===== src/rtl/accumulator_pkg.sv =====
// accumulator_pkg
//   Shared constants for the accumulator_4 datapath and its sequencers.
//   - C_HOLD/C_LOAD/C_ADD/C_CLR : accumulator_4 control codes (i_C)
//   - state_t                   : multiplier sequencer states
//   - DEF_W                     : default operand / accumulator width
package accumulator_pkg;

    localparam int DEF_W = 4;

    localparam logic [1:0] C_HOLD = 2'b00;  // Q, carry unchanged
    localparam logic [1:0] C_LOAD = 2'b01;  // Q <= D, carry <= 0
    localparam logic [1:0] C_ADD  = 2'b10;  // {carry,Q} <= Q + D
    localparam logic [1:0] C_CLR  = 2'b11;  // not used by the multiplier

    typedef enum logic [2:0] {
        IDLE  = 3'd0,
        LOAD  = 3'd1,
        ADD   = 3'd2,
        CHECK = 3'd3,
        DONE  = 3'd4
    } state_t;

endpackage


===== src/rtl/accumulator_mult_ctrl.sv =====
// accumulator_mult_ctrl
//   Drives an external accumulator_4 to form A*B by repeated addition:
//   one LOAD of zero, then B adds of A. Carry-out is collected into a sticky
//   overflow flag; the low W bits and the flag are latched in CHECK and a
//   one-cycle done pulse follows.
//
// Ports
//   i_CLK, i_RST_N       clock (shared with accumulator_4), async active-low reset
//   i_START              run request, only looked at in IDLE
//   i_A, i_B             multiplicand / multiplier, captured on accepted start
//   i_Q, i_CARRY         accumulator_4 outputs
//   o_EN, o_C, o_D       accumulator_4 controls (Moore decode of state)
//   o_BUSY               high LOAD..CHECK
//   o_DONE               one-cycle pulse in DONE
//   o_RESULT, o_OVF      latched product low bits / product >= 2^W
module accumulator_mult_ctrl
    import accumulator_pkg::*;
#(
    parameter int W     = DEF_W,
    parameter int CNT_W = DEF_W     // must be >= W so the counter can hold B
) (
    input  logic         i_CLK,
    input  logic         i_RST_N,
    input  logic         i_START,
    input  logic [W-1:0] i_A,
    input  logic [W-1:0] i_B,
    input  logic [W-1:0] i_Q,
    input  logic         i_CARRY,
    output logic         o_EN,
    output logic [1:0]   o_C,
    output logic [W-1:0] o_D,
    output logic         o_BUSY,
    output logic         o_DONE,
    output logic [W-1:0] o_RESULT,
    output logic         o_OVF
);

    state_t             state, state_nxt;
    logic [W-1:0]       a_q, b_q;
    logic [CNT_W-1:0]   cnt;
    logic               first_add;  // carry seen in the first ADD is LOAD's, not an add's
    logic               sticky;

    // ---------------- next state ----------------
    always_comb begin
        state_nxt = state;
        case (state)
            IDLE:    if (i_START) state_nxt = LOAD;
            LOAD:    state_nxt = (b_q != '0) ? ADD : CHECK;
            ADD:     if (cnt == CNT_W'(1)) state_nxt = CHECK;
            CHECK:   state_nxt = DONE;
            DONE:    state_nxt = IDLE;
            default: state_nxt = IDLE;
        endcase
    end

    // ---------------- state + datapath registers ----------------
    always_ff @(posedge i_CLK or negedge i_RST_N) begin
        if (!i_RST_N) begin
            state     <= IDLE;
            a_q       <= '0;
            b_q       <= '0;
            cnt       <= '0;
            first_add <= 1'b0;
            sticky    <= 1'b0;
            o_RESULT  <= '0;
            o_OVF     <= 1'b0;
        end else begin
            state <= state_nxt;
            case (state)
                IDLE: begin
                    if (i_START) begin
                        a_q    <= i_A;
                        b_q    <= i_B;
                        sticky <= 1'b0;
                    end
                end
                LOAD: begin
                    cnt       <= CNT_W'(b_q);
                    first_add <= 1'b1;
                end
                ADD: begin
                    cnt       <= cnt - CNT_W'(1);
                    first_add <= 1'b0;
                    // i_CARRY lags by one cycle: it is the carry of the previous add
                    if (!first_add)
                        sticky <= sticky | i_CARRY;
                end
                CHECK: begin
                    // here i_CARRY belongs to the final add; with B==0 no add ran
                    o_RESULT <= i_Q;
                    o_OVF    <= sticky | ((b_q != '0) & i_CARRY);
                end
                default: ;
            endcase
        end
    end

    // ---------------- Moore output decode ----------------
    always_comb begin
        o_EN   = 1'b0;
        o_C    = C_HOLD;
        o_D    = '0;
        o_BUSY = 1'b0;
        o_DONE = 1'b0;
        case (state)
            LOAD: begin
                o_EN   = 1'b1;
                o_C    = C_LOAD;
                o_BUSY = 1'b1;
            end
            ADD: begin
                o_EN   = 1'b1;
                o_C    = C_ADD;
                o_D    = a_q;
                o_BUSY = 1'b1;
            end
            CHECK:   o_BUSY = 1'b1;
            DONE:    o_DONE = 1'b1;
            default: ;
        endcase
    end

endmodule


===== config.mk =====
export PLATFORM = sky130hd
export DESIGN_NAME = accumulator_mult_ctrl
export DESIGN_NICKNAME = d
export VERILOG_FILES = /design/src/rtl/accumulator_pkg.sv /design/src/rtl/accumulator_mult_ctrl.sv
export SDC_FILE = /design/constraint.sdc
export NUM_CORES = 1
export LEC_CHECK = 0
export ABC_AREA = 0
export CAP_MARGIN = 5
export CELL_PAD_IN_SITES_DETAIL_PLACEMENT = 1
export CELL_PAD_IN_SITES_GLOBAL_PLACEMENT = 1
export CORE_UTILIZATION = 32
export DETAILED_ROUTE_END_ITERATION = 8
export HOLD_SLACK_MARGIN = 0.08
export PLACE_DENSITY_LB_ADDON = 0.1
export SKIP_CTS_REPAIR_TIMING = 1
export SLEW_MARGIN = 20
export SYNTH_ARGS = -nofsm -noshare
export SYNTH_HDL_FRONTEND = slang
export SYNTH_SLANG_ARGS = --single-unit

===== constraint.sdc =====
create_clock -name i_CLK -period 1.55 [get_ports i_CLK]
set_clock_uncertainty 0.2 [all_clocks]
set_input_delay 0.31 -clock i_CLK [delete_from_list [all_inputs] [get_ports i_CLK]]
set_output_delay 0.31 -clock i_CLK [all_outputs]
set_load 0.005 [all_outputs]

==> metrics.md, run 1 <==
| Metric | Value |
|---|---|
| Status | `finished with violations` |
| Failing checks | `negative setup slack` |
| FF-to-FF Start | `state[1]$_DFFE_PN0P_` |
| Core area | `3080 µm²` |
| Critical Path AT | `roughly 1.4 ns` |
| H-tree Lvls | `1` |
| VDD IR-drop max | `0.695 mV` |
| Fin crit period | `roughly 1.9 ns` |
| CP peak stage delay | `roughly 0.49 ns` |
| Leakage power | `0.853 nW` |
| Hpwl dp | `just over 2 mm` |
| # IOs | `30` |
| Critical Path Fanout Max | `5` |
| Post-synth EDFFs | `0` |
| Post-DRT Antenna Nets | `0` |
| Slew HR | `0.767` |
| Hold_ws | `between 0.1 and 0.15 ns` |
| Sw Ratio | `0.341` |
| Drt via density | `4.78` |
| Slowest CP cell | `dfrtp_2` |
| Final Instance Count excl. Fillers | `194` |
| Site Rows | `20` |
| Avg WL per Cell | `around 15 µm` |
| Routed WL | `a little under 3 mm` |
| Diodes inserted | `0` |
| Final instance area | `1790 µm²` |
| Die area | `about 3500 µm²` |
| First DRT Iteration DRCs | `8` |
| Pre-CTS setup slack | `-0.423 ns` |
| Setup Viol. Count Final | `24` |
| Max-slew violation count | `0` |
| Worst hold path type | `in2async` |
| Starting Density | `0.339` |
| Switching power | `roughly 1.3 mW` |
| Setup TNS | `-5.45 ns` |
| RSZ-0062 raised after global routing | `true` |
| CTS Buf Count | `3` |
| CTS sink cnt | `22` |
| Area grow syn2layout | `71.5%` |
| Crit Path Category | `reg2out` |
| Clock Power Share | `0.081` |
| Antenna violations before repair | `0` |
| CTS tree | `done` |
| Seq/Total Area, Yosys | `0.527` |
| Fmax | `0.528 GHz` |
| Die Ht | `59.1 µm` |
| CP startpoint | `state[1]$_DFFE_PN0P_` |
| Netlist cell types | `33` |
| GPL Wtd Cong | `between 0.7 and 0.8` |
| Worst Path Required | `approximately 1.0 ns` |
| Fin crit share | `1.22` |
| Syn avg cell area | `around 12 µm²` |
| Worst path cell trace | `or3b_4 > inv_4 > buf_6` |
| Ys flop type | `dfrtp_1` |
| Worst setup margin | `-0.345 ns` |
| Global route total overflow | `0` |
| Flop pwr share | `0.288` |
| Global-route wire length before repair | `~4.3 mm` |
| Yosys warning count | `0` |
| Placed instance area | `between 1500 and 2000 µm²` |
| Port Buffers | `29` |
| Clock Path Buffers | `2` |
| Mapped Area | `roughly 1000 µm²` |
| Post-layout nets | `169` |
| Post-synthesis async set-or-reset flop share | `1.00` |
| Worst-Skew Late Latency | `roughly 0.3 ns` |
| CTS Root Cell | `clkbuf_4` |
| Largest net degree at the start of global routing | `23` |
| Int Pwr | `around 2.5 mW` |
| MaxCap Viol Count | `0` |
| Remaining DRCs | `0` |
| Placed cells | `179` |
| Reg clk slew, reported paths | `0.13 ns` |
| Drt pass-1 iters | `3` |
| Total Routing Usage GR | `0.167` |
| Synthesis-stage register bit count | `22` |
| Die X | `between 50 and 60 µm` |
| Comb power frac | `0.630` |
| Pwr per Cell Area | `about 2200 nW/µm²` |
| Cell count after synthesis | `89` |
| Number of global-route vias before repair | `955` |
| Synth Net Count | `about 110` |
| Critical path endpoint category | `output pin` |
| Tightest Pin Transition | `around 0.35 ns` |
| Hold Vio Cnt, Final | `0` |
| Critical Path Source Type | `register` |
| Final Power | `just under 4 mW` |
| Routed vias | `between 900 and 1000` |
| Layout cell share with drive strength beyond 1 | `0.533` |
| Final core occ | `0.582` |
==> synthesized netlist by cell type (all sizes together) (2+ instances only) <==
cell type  number  area [µm²]
and2            2        12.5
inv             7        26.3
mux2           12         135
nor3            2        10.0
ha              2        25.0
o21ai           2        10.0
nand2           2        7.51
dfrtp          22         551
nor2            2        7.51
o22ai           2        12.5
buf             5        27.5
a21oi           5        25.0
a311oi          2        23.8
and3            4        25.0
a2bb2oi         2        17.5
==> power by group through the flow <==
stage | sequential, mW | combinational [mW] | clock, mW
5_1_grt | 1.15 | 2.63 | 0.351
3_3_place_gp | 1.06 | 1.86 | 0
6_report | 1.11 | 2.43 | 0.314
3_5_place_dp | 1.09 | 1.92 | 0
2_1_floorplan | 1.02 | 0.908 | 0
4_1_cts | 1.07 | 1.94 | 0.332
==> final timing paths <==
kind | end | depth (start not counted) | slack (ns)
min reg2reg | a_q[0]$_DFFE_PN0P_ | 1 | 0.32
min | cnt[3]$_DFFE_PN0N_ | 2 | 0.14
max | o_C[0] | 3 | -0.35
max in group asynchronous | state[0]$_DFFE_PN0P_ | 2 | 0.75
max reg2reg | a_q[2]$_DFFE_PN0P_ | 6 | -0.30
min in group i_CLK | a_q[0]$_DFFE_PN0P_ | 1 | 0.32
==> layout by cell type (no fill, tap or decap), types with 4 or more instances in the layout <==
cell type	Yosys	final
dfrtp_1	22	19
mux2_2	12	8
mux2_4	0	4
clkdlybuf4s50_1	0	15
inv_1	7	6
clkbuf_2	0	5
a21oi_1	5	4
buf_6	0	14
dlymetal6s2s_1	0	5
buf_4	1	20
==> final cells by class <==
| class | instances | area (µm²) |
|---|---|---|
| Fill cell | 326 | 1290 |
| Timing Repair Buffer | 62 | 576 |
| Sequential cell | 22 | 554 |
| Multi-Input combinational cell | 54 | 538 |
| Tap cell | 44 | 55.1 |
| Clock buffer | 4 | 36.3 |
| Inverter | 8 | 32.5 |
==> metal layers <==
layer	track usage	up-vias	share of wire
li1	-	438	-
met1	0.216	466	0.43
met2	0.281	21	0.53
met3	0.0328	2	0.029
met4	0.0510	0	0.0058
met5	0	-	0
==> flip-flops by register name, summed over array words and instances (netlist names) <==
signal     cells
cnt            4
a_q            4
state          3
o_OVF          1
sticky         1
b_q            4
o_RESULT       4
first_add      1
==> cell families (layout without fill, tap and decap cells) <==
| kind of cell | after synthesis | in the layout | share of synthesized area |
|---|---|---|---|
| AO/OA/AOI/OAI | 20 | 20 | 0.143 |
| multiplexers | 12 | 12 | 0.129 |
| AND/OR/NAND/NOR | 20 | 20 | 0.121 |
| flip-flops | 22 | 22 | 0.527 |
| buffers and inverters | 13 | 74 | 0.0563 |
| adder cells (fa/ha/maj) | 2 | 2 | 0.0239 |
==> worst max-delay path: cells and delay by family, from the launching register on <==
kind                   cells  cell delay (ns)
AND/OR/NAND/NOR            1             0.44
flip-flops                 1             0.49
buffers and inverters      2             0.16
Power figures use the tool's default switching activity.
==> inputs of run 2 (changes only) <==
Settings changed: HOLD_SLACK_MARGIN 0.08 to 0.05.
==> results of run 2 <==
The final DEF is identical to that of run 1; final timing and power are the same.
